$ cat config.mk
export PLATFORM = sky130hd
export DESIGN_NAME = mmio_responder_flat
export DESIGN_NICKNAME = d
export VERILOG_FILES = /design/src/rtl/mmio_responder_if.sv /design/src/rtl/mmio_responder.sv /design/src/flat_wrapper.sv
export SDC_FILE = /design/constraint.sdc
export NUM_CORES = 1
export LEC_CHECK = 0
export BUFFER_PORTS_ARGS = -buffer_cell sky130_fd_sc_hd__buf_2
export CAP_MARGIN = 20
export CORE_ASPECT_RATIO = 0.9
export CORE_MARGIN = 8
export CORE_UTILIZATION = 42
export CTS_CLUSTER_SIZE = 16
export DETAILED_ROUTE_END_ITERATION = 6
export GPL_TIMING_DRIVEN = 1
export PLACE_DENSITY = 0.66
export SETUP_SLACK_MARGIN = 0.15
export SLEW_MARGIN = 0
export SYNTH_ARGS = -nofsm -noshare
export SYNTH_HDL_FRONTEND = slang
export SYNTH_SLANG_ARGS = --single-unit
$ cat constraint.sdc
create_clock -name clk -period 2.8 [get_ports clk]
set_clock_uncertainty 0.05 [all_clocks]
set_input_delay 0.14 -clock clk [delete_from_list [all_inputs] [get_ports clk]]
set_output_delay 0.14 -clock clk [all_outputs]
set_load 0.05 [all_outputs]
$ cat src/rtl/mmio_responder_if.sv
// CPU-side MMIO bus plus the outbound TX and inbound RX byte streams of the responder.
interface mmio_responder_if;
  logic [7:0] mem_addr_h;
  logic [7:0] mem_addr_l;
  logic       mem_rw;
  logic [7:0] mem_wdata;
  logic [7:0] mem_rdata;
  logic       hit;
  logic       tx_valid;
  logic [7:0] tx_data;
  logic       tx_ready;
  logic       rx_valid;
  logic [7:0] rx_data;
  logic       rx_ready;

  modport slave (
    input  mem_addr_h, mem_addr_l, mem_rw, mem_wdata, tx_ready, rx_valid, rx_data,
    output mem_rdata, hit, tx_valid, tx_data, rx_ready
  );
  modport master (
    output mem_addr_h, mem_addr_l, mem_rw, mem_wdata, tx_ready, rx_valid, rx_data,
    input  mem_rdata, hit, tx_valid, tx_data, rx_ready
  );
endinterface

$ cat src/rtl/mmio_responder.sv
// MMIO page with TX/RX byte FIFOs and a prescaled down-counting timer.
// Read data is combinational from registered state; writes fire once per access.
module mmio_responder_fifo #(
  parameter int DEPTH = 4
) (
  input  logic       clk,
  input  logic       rst,
  input  logic       push_i,
  input  logic       pop_i,
  input  logic       flush_i,
  input  logic [7:0] wdata_i,
  output logic [7:0] head_o,
  output logic       full_o,
  output logic       empty_o
);
  localparam int AW = $clog2(DEPTH);

  logic [AW:0] wptr_q, wptr_d, rptr_q, rptr_d;
  logic [7:0]  mem_q [DEPTH];
  logic        do_push, do_pop;

  assign empty_o = (wptr_q == rptr_q);
  assign full_o  = (wptr_q[AW] != rptr_q[AW]) && (wptr_q[AW-1:0] == rptr_q[AW-1:0]);
  assign do_push = push_i && !full_o && !flush_i;
  assign do_pop  = pop_i && !empty_o && !flush_i;
  assign head_o  = empty_o ? 8'h00 : mem_q[rptr_q[AW-1:0]];

  always_comb begin
    wptr_d = wptr_q;
    rptr_d = rptr_q;
    if (flush_i) begin
      wptr_d = '0;
      rptr_d = '0;
    end else begin
      if (do_push) wptr_d = wptr_q + (AW+1)'(1);
      if (do_pop)  rptr_d = rptr_q + (AW+1)'(1);
    end
  end

  always_ff @(posedge clk or posedge rst) begin
    if (rst) begin
      wptr_q <= '0;
      rptr_q <= '0;
    end else begin
      wptr_q <= wptr_d;
      rptr_q <= rptr_d;
    end
  end

  always_ff @(posedge clk) begin
    if (do_push) mem_q[wptr_q[AW-1:0]] <= wdata_i;
  end
endmodule

module mmio_responder #(
  parameter logic [7:0] BASE_PAGE = 8'hD0,
  parameter int         DEPTH     = 4,
  parameter int         PRESCALE  = 16
) (
  input  logic             clk,
  input  logic             rst,
  mmio_responder_if.slave  bus,
  output logic             irq
);
  localparam int PW = (PRESCALE > 1) ? $clog2(PRESCALE) : 1;

  logic [2:0]    off;
  logic          wr_req, wr_fire;
  logic          armed_q, armed_d;
  logic [2:0]    last_off_q, last_off_d;
  logic [7:0]    reg_we;
  logic [3:0]    cmd;
  logic          tx_full, tx_empty, rx_full, rx_empty;
  logic [7:0]    tx_head, rx_head;
  logic          ovr_q, ovr_d, flag_q, flag_d;
  logic [3:0]    ctrl_q, ctrl_d;
  logic [7:0]    reload_q, reload_d, count_q, count_d;
  logic [PW-1:0] presc_q, presc_d;
  logic          tick;
  logic [7:0]    rdata;

  assign off     = bus.mem_addr_l[2:0];
  assign bus.hit = (bus.mem_addr_h == BASE_PAGE) && (bus.mem_addr_l[7:3] == 5'd0);
  assign wr_req  = bus.hit && !bus.mem_rw;
  // A held write stays disarmed until it drops or moves to another register.
  assign wr_fire = wr_req && (armed_q || (off != last_off_q));
  assign reg_we  = wr_fire ? (8'b1 << off) : 8'b0;
  assign cmd     = reg_we[3] ? bus.mem_wdata[3:0] : 4'b0;

  assign armed_d    = !wr_req;
  assign last_off_d = wr_req ? off : last_off_q;

  mmio_responder_fifo #(.DEPTH(DEPTH)) u_tx (
    .clk(clk), .rst(rst), .push_i(reg_we[1]), .pop_i(bus.tx_valid && bus.tx_ready),
    .flush_i(cmd[3]), .wdata_i(bus.mem_wdata), .head_o(tx_head),
    .full_o(tx_full), .empty_o(tx_empty)
  );

  mmio_responder_fifo #(.DEPTH(DEPTH)) u_rx (
    .clk(clk), .rst(rst), .push_i(bus.rx_valid && bus.rx_ready), .pop_i(cmd[0]),
    .flush_i(cmd[3]), .wdata_i(bus.rx_data), .head_o(rx_head),
    .full_o(rx_full), .empty_o(rx_empty)
  );

  assign bus.tx_valid = !tx_empty;
  assign bus.tx_data  = tx_head;
  assign bus.rx_ready = !rx_full;
  assign tick         = ctrl_q[0] && (presc_q == PW'(PRESCALE - 1));

  always_comb begin
    ovr_d    = ovr_q;
    flag_d   = flag_q;
    ctrl_d   = ctrl_q;
    reload_d = reload_q;
    count_d  = count_q;
    presc_d  = (ctrl_q[0] && !tick) ? presc_q + PW'(1) : '0;
    if (cmd[2]) ovr_d = 1'b0;
    if (reg_we[1] && tx_full) ovr_d = 1'b1;
    if (cmd[1]) flag_d = 1'b0;
    // A reload write on a tick edge replaces the tick entirely.
    if (tick && !reg_we[4]) begin
      if (count_q != 8'd0) begin
        count_d = count_q - 8'd1;
      end else begin
        flag_d = 1'b1;
        if (ctrl_q[1]) count_d = reload_q;
        else           ctrl_d[0] = 1'b0;
      end
    end
    if (reg_we[4]) begin
      reload_d = bus.mem_wdata;
      count_d  = bus.mem_wdata;
      presc_d  = '0;
    end
    if (reg_we[6]) ctrl_d = bus.mem_wdata[3:0];
  end

  always_ff @(posedge clk or posedge rst) begin
    if (rst) begin
      armed_q    <= 1'b1;
      last_off_q <= 3'd0;
      ovr_q      <= 1'b0;
      flag_q     <= 1'b0;
      ctrl_q     <= 4'd0;
      reload_q   <= 8'd0;
      count_q    <= 8'd0;
      presc_q    <= '0;
    end else begin
      armed_q    <= armed_d;
      last_off_q <= last_off_d;
      ovr_q      <= ovr_d;
      flag_q     <= flag_d;
      ctrl_q     <= ctrl_d;
      reload_q   <= reload_d;
      count_q    <= count_d;
      presc_q    <= presc_d;
    end
  end

  always_comb begin
    rdata = 8'h00;
    case (off)
      3'd0:    rdata = {2'b00, ovr_q, flag_q, rx_full, !rx_empty, tx_empty, tx_full};
      3'd2:    rdata = rx_head;
      3'd4:    rdata = reload_q;
      3'd5:    rdata = count_q;
      3'd6:    rdata = {4'b0000, ctrl_q};
      default: rdata = 8'h00;
    endcase
  end

  assign bus.mem_rdata = (bus.hit && bus.mem_rw) ? rdata : 8'h00;
  assign irq           = (flag_q && ctrl_q[2]) || (!rx_empty && ctrl_q[3]);
endmodule
$ cat src/flat_wrapper.sv
// flat-port wrapper written by rule: the top's interface ports become plain ports
module mmio_responder_flat 
#(
  parameter logic [7:0] BASE_PAGE = 8'hD0,
  parameter int         DEPTH     = 4,
  parameter int         PRESCALE  = 16
)
  (clk, rst, irq, bus_mem_addr_h, bus_mem_addr_l, bus_mem_rw, bus_mem_wdata, bus_tx_ready, bus_rx_valid, bus_rx_data, bus_mem_rdata, bus_hit, bus_tx_valid, bus_tx_data, bus_rx_ready);
  mmio_responder_if bus_i ();
  input  logic clk;
  input  logic rst;
  output logic irq;
  input wire logic [$bits(bus_i.mem_addr_h)-1:0] bus_mem_addr_h;
  input wire logic [$bits(bus_i.mem_addr_l)-1:0] bus_mem_addr_l;
  input wire logic [$bits(bus_i.mem_rw)-1:0] bus_mem_rw;
  input wire logic [$bits(bus_i.mem_wdata)-1:0] bus_mem_wdata;
  input wire logic [$bits(bus_i.tx_ready)-1:0] bus_tx_ready;
  input wire logic [$bits(bus_i.rx_valid)-1:0] bus_rx_valid;
  input wire logic [$bits(bus_i.rx_data)-1:0] bus_rx_data;
  output wire logic [$bits(bus_i.mem_rdata)-1:0] bus_mem_rdata;
  output wire logic [$bits(bus_i.hit)-1:0] bus_hit;
  output wire logic [$bits(bus_i.tx_valid)-1:0] bus_tx_valid;
  output wire logic [$bits(bus_i.tx_data)-1:0] bus_tx_data;
  output wire logic [$bits(bus_i.rx_ready)-1:0] bus_rx_ready;
  assign bus_i.mem_addr_h = bus_mem_addr_h;
  assign bus_i.mem_addr_l = bus_mem_addr_l;
  assign bus_i.mem_rw = bus_mem_rw;
  assign bus_i.mem_wdata = bus_mem_wdata;
  assign bus_i.tx_ready = bus_tx_ready;
  assign bus_i.rx_valid = bus_rx_valid;
  assign bus_i.rx_data = bus_rx_data;
  assign bus_mem_rdata = bus_i.mem_rdata;
  assign bus_hit = bus_i.hit;
  assign bus_tx_valid = bus_i.tx_valid;
  assign bus_tx_data = bus_i.tx_data;
  assign bus_rx_ready = bus_i.rx_ready;
  mmio_responder #(.BASE_PAGE(BASE_PAGE), .DEPTH(DEPTH), .PRESCALE(PRESCALE)) u_core (.clk(clk), .rst(rst), .bus(bus_i), .irq(irq));
endmodule
==> Yosys cells after proc, flatten, opt, wreduce, memory -nomap -nowiden <==
Memories as Yosys holds them, arrays and structs flattened.
Index checks and enable logic that the tools add are counted.
{ "word_totals": {"ff_bits": 42, "ram_bits": 64, "elab_cells": 116, "memories": 2, "out_inout_bits": 20, "input_bits": 37} }
{ "memory_table": {"columns": ["name", "depth", "width", "read_ports", "rd_ports_with_merged_regs", "write_ports", "line_no", "text"], "rows": [
  ["u_core.u_rx.mem_q", 4, 8, 1, 0, 1, "mmio_responder.sv:19", "logic [7:0] mem_q [DEPTH];"],
  ["u_core.u_tx.mem_q", 4, 8, 1, 0, 1, "mmio_responder.sv:19", null]
]} }
{ "op_classes": {"addsub": 6, "n_shift": 1, "n_eq_ne": 15, "n_reduce_logical": 46, "n_mux": 33} }
{ "op_table": {"columns": ["operator", "n"], "rows": [
  ["$mux 8", 7],
  ["$pmux 8 s5", 1],
  ["$mux 3", 8],
  ["$logic_and 1x1->1", 22],
  ["$reduce_bool 2->1", 7],
  ["$mux 1", 13],
  ["$add 3x1->3 const B", 4],
  ["$mux 4", 3],
  ["$eq 3x3->1 const B", 3],
  ["$logic_not 1->1", 9],
  ["$eq 8x8->1 const B", 1],
  ["$reduce_bool 8->1", 1],
  ["$sub 8x1->8 const B", 1],
  ["$mux 7", 1],
  ["$shl 1x3->7 const A", 1],
  ["$eq 3x3->1", 2],
  ["$logic_not 5->1", 1],
  ["$add 4x1->4 const B", 1],
  ["$eq 2x2->1", 2],
  ["$eq 4x4->1 const B", 1],
  ["$ne 2x1->1 const B", 2],
  ["$eq 3x2->1 const B", 1],
  ["$logic_not 3->1", 1],
  ["$ne 3x3->1", 1],
  ["5 further kinds", 7]
]} }

==> Logic depth before layout (Yosys ltp) <==
{ "depth": {"ltp_word": 10, "mapped_depth": 8, "mapped_depth_nobuf": 7} }

==> Modules after synthesis <==
A second synthesis with hierarchy kept.
{ "hier_totals": {"hier_cells": 465, "hier_area_um2": 5542.8} }
{ "modules_own_cells": {"columns": ["mod", "seq_area_each_um2", "area_each_um2", "cells_each", "instances"], "rows": [
  ["mmio_responder_fifo", 1111.1, 1761.7, 115, 2],
  ["mmio_responder", 752.0, 2019.4, 235, 1]
]} }

==> Least setup slack after synthesis <==
OpenSTA, ideal clock, no wires.
{ "synth_timing": {"kind": "reg2reg", "start": "register u_core.u_rx.rptr_q[0]", "end": "memory u_core.u_rx.mem_q[2][0], enable pin", "synth_period_minus_slack_ns": 2.597, "path_stages_with_launch": 6, "path_buffers": 1, "setup_slack_ns": 0.203, "t_required_ns": 2.365, "arrival_ns": 2.162, "path_cell_list": "dfrtp_1 buf_2 xnor2_1 nand3b_1 nand2_1 nor3b_1"} }
{ "synth_between": {"elab_chain_len": 8} }
{ "synth_lines": {"columns": ["item", "line_no", "text"], "rows": [
  ["start: declaration", "mmio_responder.sv:18", "logic [AW:0] wptr_q, wptr_d, rptr_q, rptr_d;"],
  ["start signal: assignment", "mmio_responder.sv:46", "rptr_q <= rptr_d;"],
  ["$eq 2x2->1 (*)", "mmio_responder.sv:23", "assign full_o = (wptr_q[AW] != rptr_q[AW]) && (wptr_q[AW-1:0] == rptr_q[AW-1:0]);"],
  ["$logic_and 1x1->1 (*)", "mmio_responder.sv:23", null],
  ["$logic_not 1->1 (*)", "mmio_responder.sv:107", "assign bus.rx_ready = !rx_full;"],
  ["named net bus_rx_ready", "flat_wrapper.sv:24", "output wire logic [$bits(bus_i.rx_ready)-1:0] bus_rx_ready;"],
  ["$logic_and 1x1->1", "mmio_responder.sv:100", ".clk(clk), .rst(rst), .push_i(bus.rx_valid && bus.rx_ready), .pop_i(cmd[0]),"],
  ["$logic_and 1x1->1 (*) (2 in series)", "mmio_responder.sv:24", "assign do_push = push_i && !full_o && !flush_i;"],
  ["$mux 1 (*)", "mmio_responder.sv:51", "if (do_push) mem_q[wptr_q[AW-1:0]] <= wdata_i;"],
  ["$mux 1 (not written as such) (*)", "mmio_responder.sv:51", null],
  ["end: declaration", "mmio_responder.sv:19", null]
]} }
The timed path passes the listed nets; every way through them passes the cells marked *.

==> Final worst setup path <==
{ "layout_timing": {"start": "register u_core.u_rx.rptr_q[0]", "end": "output bus_mem_rdata[3]"} }
{ "layout_between": {"elab_chain_len": 4, "word_cells_on_any_way": 7} }
{ "layout_lines": {"columns": ["item", "line_no", "text"], "rows": [
  ["$mem_v2 4x8 (tied with other cells)", null, null],
  ["$mux 8 / $logic_and 1x1->1 (equally long branches)", "mmio_responder.sv:26, mmio_responder.sv:23", null],
  ["$pmux 8 s5 (*)", "mmio_responder.sv:162", "case (off)"],
  ["$mux 8 (*)", "mmio_responder.sv:172", "assign bus.mem_rdata = (bus.hit && bus.mem_rw) ? rdata : 8'h00;"],
  ["end: declaration", "flat_wrapper.sv:20", "output wire logic [$bits(bus_i.mem_rdata)-1:0] bus_mem_rdata;"]
]} }
Mark *: on every way between the ends. The rest lies on a longest branch, timed or not.

==> summary.txt <==
Status
  • Status: finished clean

Place
  • Dpl cell area: 5720 um2
  • Post-Place Cells: 628
  • Dpl hpwl: 8600 um
  • Final RePlAce weighted congestion: 0.824
  • Setup slack at placement: 0.498 ns
  • PortBufs: 56

Drt
  • Drt wl/cell: 17.9 um
  • DRT Pass-1 Iters: 5
  • Routed Antenna Nets: 0
  • Via/cell ratio: 5.43
  • Routed WL: 11700 um
  • Vias: 3554
  • DR iter-0 viols: 280
  • Drt drc: 0

Min path
  • Hold Path Class: input port to register
  • Hold Path Sink: u_core.u_tx.mem_q[2][5]
  • WHS Path Cells: 1
  • Hold path start: bus_mem_wdata[5]

Logic synthesis
  • Ys flop type: edfxtp_1
  • Synth top area share: 37.0%
  • Syn nets: 462
  • Register area share after synthesis: 57.2%
  • Cell taking the most area after synthesis: edfxtp_1
  • Synthesized cell area: 5200 um2
  • FF+latch count, synth: 106
  • Warnings from Yosys: 0
  • Synth cell types: 57
  • Syn Inst Count: 412
  • Number of synthesized flops with an enable pin: 64
  • Async SR Flop Fraction: 39.6%
  • Average cell area after synthesis: 12.6 um2
  • Synth area leaders: edfxtp_1 (37%), dfrtp_1 (20%), mux4_2 (6.9%)

STA
  • RSZ-0062 raised after global routing: no
  • Post-layout minimum cycle time: 2.47 ns
  • Final Slew Violations: 0
  • Fin Hold WS: 0.0232 ns
  • Final Hold Viols: 0
  • Final setup vio count: 0
  • F_max: 405 MHz
  • Worst slew margin: 45.5%
  • Setup TNS: 0 ns
  • Tcrit/Tclk final: 88.1%
  • Slew @ Worst Pin: 0.814 ns
  • Setup WS post-layout: 0.332 ns

Clocking
  • Post-cts gate resize count: 0
  • Clock Path Buffers: 2
  • H-tree levels: 3
  • Clock root cell: clkbuf_16
  • Worst-path clk slew: 0.07 ns
  • Clk sinks: 106
  • Clock Latency Late Sink: 0.35 ns
  • TritonCTS clock tree: yes
  • Total CTS buffers: 9

Floorplanning
  • Initial Utilization: 43.1%
  • I/O pin total: 57
  • Cell Rows: 38
  • Die Area: 16200 um2
  • CORE AREA: 12100 um2
  • Die W: 133 um
  • Chip Height: 122 um

Power and ir drop
  • Design internal power: 2.82 mW
  • Leak Pwr: 2.40 nW
  • Seq pwr share: 45.4%
  • Power Density: 684 nW/um2
  • Comb power frac: 26.7%
  • Psw: 1.36 mW
  • Maximum VDD drop: 0.000414 V
  • Clock share of power: 27.8%
  • Switching Share: 32.6%

Global routing
  • Pin count of the biggest net entering global routing: 43
  • Vias in the first global route: 3596
  • GRT Residual Overflow: 0
  • All-Layer GR Usage: 15.0%
  • First-pass GRT wire length: 19300 um
  • Initial antenna violation count: 0

Critical path
  • Crit path required time: 2.61 ns
  • Worst setup EP type: primary output
  • Worst r2r src: u_core.count_q[0]
  • Worst reg-to-reg path cell count: 6
  • Worst r2r dst: u_core.ctrl_q[0]
  • CP Data Arrival Time: 2.28 ns
  • Reg-to-reg slack, setup: 0.49 ns
  • Startpoint Class: register
  • Crit-path max FO: 7
  • Crit path kind: register to primary output

Finish
  • Finished Cell Area: 6100 um2
  • Seq. cell area: 2970 um2
  • P&R area growth vs syn: 17.3%
  • Layout cells sized above 1: 24.8%
  • Nets: 540
  • Fillers: 1099
  • Multi-input combinational cell area: 2110 um2
  • Final std cells w/o fill: 655
  • Diode count: 0

Run
  • Max_cap viols: 0
==> power by group through the flow <==
stage / sequential, mW / clock, mW / combinational (mW)
after floorplan: 1.89 / 0 / 0.877
after global placement: 1.93 / 0 / 1.10
after detailed placement: 1.93 / 0 / 1.12
after CTS: 1.90 / 1.18 / 1.14
after global routing: 1.92 / 1.24 / 1.23
final: 1.90 / 1.16 / 1.12
==> area by class of cell <==
cell class / count / area share, %
flip-flops and latches: 106 / 48.7
inverters: 10 / 0.615
clock inverters: 6 / 0.718
well taps: 160 / 3.28
multi-input cells: 280 / 34.5
clock buffers: 10 / 3.75
repair buffers: 83 / 8.37
==> Yosys cell counts, types with 3 or more instances <==
| library cell | n |
|---|---|
| or3_1 | 4 |
| nor3_1 | 9 |
| nor4_1 | 5 |
| a22oi_1 | 5 |
| ha_1 | 13 |
| mux4_2 | 16 |
| dfrtp_1 | 41 |
| a21oi_1 | 17 |
| mux2i_1 | 9 |
| a31oi_1 | 3 |
| inv_1 | 10 |
| nor2_1 | 26 |
| nand4_1 | 4 |
| a21o_1 | 3 |
| nand3_1 | 11 |
| mux2_2 | 9 |
| xnor2_1 | 12 |
| o21ai_0 | 13 |
| xor2_1 | 7 |
| and3_1 | 4 |
| nand2_1 | 48 |
| clkbuf_1 | 6 |
| edfxtp_1 | 64 |
| nor2b_1 | 3 |
| buf_2 | 5 |
| and2_1 | 11 |
| nand2b_1 | 6 |
| nor3b_1 | 7 |
==> cells in the final DEF, fill, tap and decap left out, types with 10 or more instances in the layout <==
cell type | netlist | layout
edfxtp_1 | 64 | 64
buf_2 | 5 | 56
nand2_1 | 48 | 48
dfrtp_1 | 41 | 41
nor2_1 | 26 | 26
a21oi_1 | 17 | 17
mux4_2 | 16 | 16
buf_4 | 2 | 16
o21ai_0 | 13 | 13
ha_1 | 13 | 13
xnor2_1 | 12 | 12
nand3_1 | 11 | 11
and2_1 | 11 | 11
dlygate4sd3_1 | 0 | 11
inv_1 | 10 | 10
==> through the flow <==
stage | util [%] | total power, mW
after detailed placement | 47.4 | 3.05
final | 50.5 | 4.18
after floorplan | - | 2.76
after global routing | 50.5 | 4.39
after global placement | 47.4 | 3.03
after CTS | 50.5 | 4.22
==> logic make-up after synthesis <==
kind of cell	count (synthesis)	synth area share [%]
flops	106	57.2
fa+ha+maj	13	3.13
simple gates	156	16.4
mux	34	10.6
compound gates	58	7.15
xor+xnor	19	3.20
buf+inv	26	2.29
==> state kept, by name, indices dropped and copies added, names as in the netlist <==
name	count
u_core.u_rx.mem_q	32
u_core.u_tx.mem_q	32
u_core.count_q	8
u_core.reload_q	8
u_core.ctrl_q	4
u_core.presc_q	4
u_core.last_off_q	3
u_core.u_rx.rptr_q	3
u_core.u_rx.wptr_q	3
u_core.u_tx.rptr_q	3
u_core.u_tx.wptr_q	3
u_core.armed_q	1
u_core.flag_q	1
u_core.ovr_q	1
==> how the worst max path moves through the flow <==
stage | from | end | cells past startpoint
final | u_core.u_rx.rptr_q[0] | bus_mem_rdata[3] | 6
after global routing | u_core.u_tx.rptr_q[1] | bus_mem_rdata[0] | 5
after CTS | u_core.u_tx.rptr_q[1] | bus_mem_rdata[0] | 5
after detailed placement | bus_mem_addr_l[0] | u_core.u_tx.mem_q[1][7] | 7
after global placement | bus_mem_addr_l[0] | u_core.u_tx.mem_q[0][5] | 7
after floorplan | u_core.u_rx.rptr_q[0] | u_core.u_rx.mem_q[2][0] | 5
==> worst max-delay path: stages (launching register included) <==
cell	delay [ns]
dfrtp_1	0.47
xnor2_1	0.19
nand3_1	0.18
and3_1	0.36
a22oi_1	0.14
a21oi_1	0.27
buf_2	0.32
==> metal layers <==
metal / part of all wire (%) / routed length [um] / track usage (%)
met5: 0 / 0 / 0
met3: 5.7 / 663 / 3.50
met4: 1.4 / 164 / 3.99
met2: 47 / 5530 / 24.3
met1: 46 / 5340 / 20.1
==> what timing repair did <==
item,CTS,global route
hold buffers,11,0
setup buffers,0,0
setup endpoints to repair,0,0
endpoints found under the hold margin,79,0
Power figures use the tool's default switching activity.
